<file path="src/rtl/dcache_ctrl.sv">
`default_nettype none
// ============================================================================
// Module  : dcache_ctrl
// Brief   : Direct-mapped, write-back, write-allocate data cache controller
//           with 128-bit lines and a req/ack line interface to main memory.
// Revision: 1.0 - initial release
// ============================================================================
module dcache_ctrl #(
    parameter int NLINES = 4,
    parameter int ADDR_W = 32
) (
    input  logic              clk,
    input  logic              reset,
    input  logic              rd_en,
    input  logic              wr_en,
    input  logic              byte_en,
    input  logic [ADDR_W-1:0] addr,
    input  logic [31:0]       wdata,
    output logic [31:0]       rdata,
    output logic              dhit,
    output logic              mem_req,
    output logic              mem_we,
    output logic [ADDR_W-1:0] mem_addr,
    output logic [127:0]      mem_wdata,
    input  logic [127:0]      mem_rdata,
    input  logic              mem_ack
);

    localparam int IDX_W = $clog2(NLINES);
    localparam int TAG_W = ADDR_W - 4 - IDX_W;

    typedef enum logic [1:0] {
        S_IDLE      = 2'd0,
        S_WRITEBACK = 2'd1,
        S_REFILL    = 2'd2
    } state_t;

    state_t             r_state;
    logic [NLINES-1:0]  r_valid;
    logic [NLINES-1:0]  r_dirty;
    logic [TAG_W-1:0]   r_tag  [NLINES];
    logic [127:0]       r_data [NLINES];

    logic [IDX_W-1:0]   w_idx;
    logic [TAG_W-1:0]   w_tag;
    logic [1:0]         w_word;
    logic               w_req;
    logic               w_hit;
    logic               w_serve;
    logic [31:0]        w_word_data;

    assign w_idx       = addr[4+IDX_W-1:4];
    assign w_tag       = addr[ADDR_W-1:4+IDX_W];
    assign w_word      = addr[3:2];
    assign w_req       = rd_en | wr_en;
    assign w_hit       = r_valid[w_idx] && (r_tag[w_idx] == w_tag);
    assign w_serve     = (r_state == S_IDLE) && w_hit;
    assign w_word_data = r_data[w_idx][{w_word, 5'b00000} +: 32];

    assign dhit  = !w_req || w_serve;
    // A simultaneous rd_en/wr_en is a store, so only pure loads drive rdata.
    assign rdata = (w_serve && rd_en && !wr_en) ? w_word_data : 32'd0;

    always_ff @(posedge clk) begin
        if (reset) begin
            r_state   <= S_IDLE;
            r_valid   <= '0;
            r_dirty   <= '0;
            mem_req   <= 1'b0;
            mem_we    <= 1'b0;
            mem_addr  <= '0;
            mem_wdata <= '0;
        end else begin
            unique case (r_state)
                S_IDLE: begin
                    if (w_req && w_hit) begin
                        if (wr_en) begin
                            r_dirty[w_idx] <= 1'b1;
                        end
                    end else if (w_req) begin
                        mem_req <= 1'b1;
                        if (r_valid[w_idx] && r_dirty[w_idx]) begin
                            r_state   <= S_WRITEBACK;
                            mem_we    <= 1'b1;
                            mem_addr  <= {r_tag[w_idx], w_idx, 4'b0000};
                            mem_wdata <= r_data[w_idx];
                        end else begin
                            r_state  <= S_REFILL;
                            mem_we   <= 1'b0;
                            mem_addr <= {addr[ADDR_W-1:4], 4'b0000};
                        end
                    end
                end
                S_WRITEBACK: begin
                    if (mem_ack) begin
                        r_state        <= S_REFILL;
                        r_dirty[w_idx] <= 1'b0;
                        mem_we         <= 1'b0;
                        mem_addr       <= {addr[ADDR_W-1:4], 4'b0000};
                        mem_wdata      <= '0;
                    end
                end
                S_REFILL: begin
                    if (mem_ack) begin
                        r_state        <= S_IDLE;
                        r_valid[w_idx] <= 1'b1;
                        r_dirty[w_idx] <= 1'b0;
                        r_tag[w_idx]   <= w_tag;
                        mem_req        <= 1'b0;
                        mem_addr       <= '0;
                    end
                end
                default: begin
                    r_state <= S_IDLE;
                    mem_req <= 1'b0;
                    mem_we  <= 1'b0;
                end
            endcase
        end
    end

    // Line data needs no reset; validity alone governs whether it is used.
    always_ff @(posedge clk) begin
        if (!reset) begin
            if (r_state == S_REFILL && mem_ack) begin
                r_data[w_idx] <= mem_rdata;
            end else if (w_serve && wr_en) begin
                if (byte_en) begin
                    r_data[w_idx][{w_word, ~addr[1:0], 3'b000} +: 8] <= wdata[7:0];
                end else begin
                    r_data[w_idx][{w_word, 5'b00000} +: 32] <= wdata;
                end
            end
        end
    end

endmodule
`default_nettype wire

</file>
<file path="config.mk">
export PLATFORM = sky130hd
export DESIGN_NAME = dcache_ctrl
export DESIGN_NICKNAME = d
export VERILOG_FILES = /design/src/rtl/dcache_ctrl.sv
export SDC_FILE = /design/constraint.sdc
export NUM_CORES = 1
export LEC_CHECK = 0
export BUFFER_PORTS_ARGS = -buffer_cell sky130_fd_sc_hd__buf_2
export CAP_MARGIN = 20
export CORE_ASPECT_RATIO = 0.6
export CORE_MARGIN = 1.5
export CORE_UTILIZATION = 45
export CTS_BUF_LIST = sky130_fd_sc_hd__clkbuf_16
export DETAILED_ROUTE_END_ITERATION = 8
export HOLD_SLACK_MARGIN = 0.03
export PLACE_DENSITY = 0.66
export SLEW_MARGIN = 20
export SYNTH_ARGS = -nofsm -noshare
export SYNTH_HDL_FRONTEND = slang
export SYNTH_SLANG_ARGS = --single-unit
</file>
<file path="constraint.sdc">
create_clock -name clk -period 4.2 [get_ports clk]
set_input_delay 0.63 -clock clk [delete_from_list [all_inputs] [get_ports clk]]
set_output_delay 0.63 -clock clk [all_outputs]
set_load 0.01 [all_outputs]
</file>
; ---- After elaboration in Yosys (flattened, before gate mapping)
; Memory sizes are Yosys's and may differ from the RTL's.
; Cells that the tools add are included.
[word_totals]
latchBits = 0
wordCells = 626
output_inout_bits = 195
mem_count = 2
reg_bits = 172
ramBits = 616
input_bits = 198
romBits = 0
[op_classes]
shift = 5
bitwise_logic = 264
n_reduce_logical = 24
mul = 0
addsub = 2
n_lt_le_gt_ge = 2
n_div = 0
eq_ne = 11
n_mux = 309
[mem_list]
columns = memory, words, word_bits, rd, rd_clocked_by_memory_dff, write_ports, line_no
row1 = r_data, 4, 128, 1, 0, 1, 42  ; logic [127:0] r_data [NLINES];
row2 = r_tag, 4, 26, 1, 0, 1, 41  ; logic [TAG_W-1:0] r_tag [NLINES];
[ops]
columns = cell, count
row1 = $mux W128, 6
row2 = $mux W1, 280
row3 = $or A1 B1 Y1, 257
row4 = $pmux W128 S2, 1
row5 = $mux W32, 6
row6 = $shift A32 B9 Y128 const A, 1
row7 = $shift A8 B9 Y128 const A, 1
row8 = $shiftx A128 B8 Y32, 1
row9 = $shiftx A32 B9 Y128, 1
row10 = $shiftx A8 B9 Y128, 1
row11 = $pmux W32 S3, 1
row12 = $eq A26 B26 Y1, 1
row13 = $neg A7 Y9, 2
row14 = $reduce_and A4 Y1, 4
row15 = $mux W4, 3
row16 = $mux W2, 5
row17 = $ne A2 B2 Y1 const B, 5
row18 = $reduce_and A5 Y1, 2
row19 = $logic_and A1 B1 Y1, 9
row20 = $or A4 B4 Y4, 2
row21 = $pmux W4 S2, 1
row22 = $ne A2 B1 Y1 const B, 3
row23 = $pmux W1 S3, 2
row24 = $pmux W2 S3, 1
row25 = 17 further kinds, 21

; ---- Logic depth before layout (Yosys ltp)
[logic_depth]
word_depth = 11
depth_mapped = 14
depth_no_buf = 9

; ---- Worst setup path before layout
; No wires, ideal clock.
[synth_timing]
path_type = input to output
from = in addr[4]
to = out rdata[31]
t_arrival_ns = 3.392
required_time_ns = 3.570
path_slack_ns = 0.178
cell_stages = 8
path_cell_list = buf_6 -> buf_6 -> clkbuf_1 -> buf_1 -> buf_1 -> mux4_2 -> mux4_2 -> nor2b_1
[synth_via]
elab_chain_len = 7
elab_cells_between_ends = 11
[synth_lines]
columns = item, line_no
row1 = "start, declared", 17  ; input logic [ADDR_W-1:0] addr,
row2 = branches (longest 6 deep; another with $mem_v2 Z4 W128), -
row3 = $mux W32 *, 62  ; assign rdata = (w_serve && rd_en && !wr_en) ? w_word_data : 32'd0;
row4 = "end, declared", 19  ; output logic [31:0] rdata,
; Every way passes the cells marked *. The select of a mux whose other input is x is not followed.

; ---- Final worst setup path
[layout_timing]
from = mem r_tag[3][12] (netlist name)
to = out rdata[27]
[layout_via]
elab_chain_len = 7
[layout_lines]
columns = item, line_no
row1 = "start, declared", 41
row2 = $mem_v2 Z4 W26, -
row3 = $eq A26 B26 Y1, 56  ; assign w_hit = r_valid[w_idx] && (r_tag[w_idx] == w_tag);
row4 = $logic_and A1 B1 Y1, 56
row5 = $logic_and A1 B1 Y1, 57  ; assign w_serve = (r_state == S_IDLE) && w_hit;
row6 = $logic_and A1 B1 Y1 (2 in series), 62
row7 = $mux W32, 62
; Every way passes these cells.

==> summary.txt <==
Status -> finished clean
PnR Total Power -> 17.24 mW
Root Buffer -> clkbuf_16
Sequential share of the synthesized area -> 0.6117
Max Clk Rate -> 241.3 MHz
Cell Rows -> 79
FILL cells -> 6410
Final period utilization -> 0.9866
Largest net degree at the start of global routing -> 183
Number of max-cap violations -> 0
Routed Antenna Nets -> 0
Final slew viol count -> 0
Worst Skew -> 0.02784 ns
Synth Register Bits -> 784
Yosys Warn Count -> 0
Port Buffer Count -> 388
Number of unique standard cell types used by synthesis -> 61
Sink count of the clock tree -> 784
Logic gate share of total power -> 0.110
Hold crit path type -> in -> reg
Drt first pass iters -> 8
CTS tree -> built
Slew @ Worst Pin -> 0.9709 ns
DIE HEIGHT -> 221.3 µm
Clock-pin slew on the worst setup and hold paths -> 0.07 ns
Setup ws final -> 0.05642 ns
Starting Density -> 0.4577
Rel. slew slack -> 0.3527
Critical path data arrival time -> 3.51 ns
Htree depth -> 3
DR WL/cell -> 28.57 µm
Setup crit start kind -> register
Clock Tree Buf Depth -> 3
Total global-route track usage -> 0.2754
Clock Latency Late Sink -> 0.64 ns
Detailed placement HPWL -> 79940 µm
Worst-path maximum fanout -> 19
Syn Area/Cell -> 14.52 µm²
Synth top cells by count -> 616 x edfxtp_1, 181 x mux4_2, 181 x o21ai_0
Cell Area, Synth -> 35740 µm²
Area share of the leading cell type in the synthesized netlist -> 0.5176
Die ar. -> 81170 µm²
Hold buffers post-CTS -> 0
Final RePlAce weighted congestion -> 0.8940
Synth async-reset ratio -> 0
Synth area leader -> edfxtp_1
DRT iter0 DRCs -> 3506
Top-count cell post-synth -> edfxtp_1
Power share of the clock group -> 0.387
# IOs -> 393
Kind of critical path -> reg -> out
Maximum vdd ir drop -> 0.2888 mV
Initial antenna violation count -> 13
DP Worst Slack -> -0.2333 ns
Period minus WS final -> 4.144 ns
Pint -> 12.99 mW
Post-route DRC -> 0
Pleak -> 15.55 nW
Layout Nets -> 3077
Part of the power in registers -> 0.503
CP Capture Type -> output pin
DR vias -> 25299
Setup violations, final -> 0
Power Density -> 410.7 nW/µm²
Synth area leaders -> edfxtp_1 52%, mux4_2 11%, dfxtp_1 9.4%
Vias in the first global route -> 24143
Die width -> 366.8 µm
First-pass GRT wire length -> 164800 µm
Most common flop cell mapped by yosys -> edfxtp_1
Final count of hold timing violations -> 0
Remaining Overflow, GRT -> 0
Synthesis-to-layout area growth -> 17.48%
Number of flops mapped to enable cells by yosys -> 616
Share of cells above drive strength 1 -> 0.3469
Number of CTS-inserted buffers -> 76
Final wirelength -> 113900 µm
Synth Instances -> 2461
Sw Pwr -> 4.259 mW
Required time worst endpoint -> 3.57 ns
Core area -> 78090 µm²
Vias/cell -> 6.347
Sw frac -> 0.2470
==> layout make-up <==
type                    instances  area (µm²)  area share
inverters                      17       63.81    0.001520
well taps                    1053        1318     0.03138
clock inverters                62       432.9     0.01031
clock buffers                  78        1952     0.04649
diodes                          4       10.01   0.0002384
flip-flops and latches        784       21860      0.5207
repair buffers                575        3598     0.08571
multi-input cells            1413       12750      0.3037
==> final timing paths <==
check	slack [ns]	startpoint	endpoint	cells past startpoint
max	0.06	r_tag[3][12]$_DFFE_PP_	rdata[27]	11
min	0.25	addr[19]	r_tag[3][13]$_DFFE_PP_	1
max reg2reg	0.24	r_tag[2][5]$_DFFE_PP_	r_data[0][126]$_DFFE_PP_	9
min reg2reg	0.47	mem_addr[4]$_SDFFE_PP0P_	mem_addr[4]$_SDFFE_PP0P_	2
==> routing by layer <==
metal	global-route usage	vias up	routed length, µm
li1	-	10676	-
met1	0.4075	12800	47180
met2	0.3942	1585	49220
met3	0.08128	224	14370
met4	0.07478	14	3032
met5	0	-	83
==> critical path, stage by stage, from the launching register on <==
cell      delay (ns)
edfxtp_1        0.36
mux4_2          0.52
xnor2_2         0.23
buf_4           0.16
nand4_1         0.08
or4_4           0.45
nor4_4          0.21
nand4b_1        0.15
buf_4           0.20
buf_12          0.17
nor2b_1         0.15
buf_2           0.15
==> kinds of logic (layout without fill, tap and decap cells) <==
kind of cell	count (synthesis)	count (layout)	share of synthesized area
DFF	784	784	0.6117
and+or+nand+nor	358	358	0.05815
other	1	8	0.0001049
adders and majority gates	12	12	0.004201
buffers and inverters	267	732	0.03610
AOI/OAI and AO/OA	801	801	0.1606
xor gates and xnor gates	28	28	0.006862
muxes	210	210	0.1222
==> placed cells by master, fill, tap and decap left out, types with 32 or more instances in the layout <==
cell type  count
edfxtp_1     616
o21ai_0      181
buf_2        385
nand2b_1     161
clkbuf_16     78
dfxtp_1      168
a21boi_0      32
buf_4        169
mux4_2       181
inv_1         33
a21oi_1      136
a21o_1        35
a21oi_2      113
nand2_1       43
a32oi_1       96
a41o_1       128
==> through the flow <==
stage / hold slack, ns / area [µm²] / utilization / TNS, ns / instances
floorplan: 0.4621 / 35750 / - / 0 / 2464
global placement: 0.4601 / 39460 / 0.5054 / -7.814 / 3839
detailed placement: 0.4627 / 39470 / 0.5054 / -8.724 / 3839
CTS: 0.2116 / 41920 / 0.5368 / 0 / 3981
global route: 0.2336 / 41980 / 0.5376 / -0.4704 / 3983
finish: 0.2507 / 41980 / 0.5377 / 0 / 3986
==> registers in the layout, summed over array words and instances (netlist names), named ones only <==
name / cells
mem_addr: 28
r_state: 2
mem_req: 1
r_data: 512
mem_we: 1
r_valid: 4
mem_wdata: 128
r_tag: 104
==> power by group through the flow <==
stage                     Sequential, mW  Combinational, mW  Clock, mW
after global routing                8.69               2.00       7.05
after CTS                           8.67               1.87       6.75
after global placement              8.83               1.82          0
after floorplan                     8.88              0.987          0
after detailed placement            8.84               1.86          0
final                               8.68               1.90       6.67
==> what timing repair did <==
item	CTS	global route
cloned	1	0
gates resized for setup	10	14
pin swaps	3	2
setup endpoints to repair	32	33
setup buffers	1	1
(Power assumes the default switching activity.)
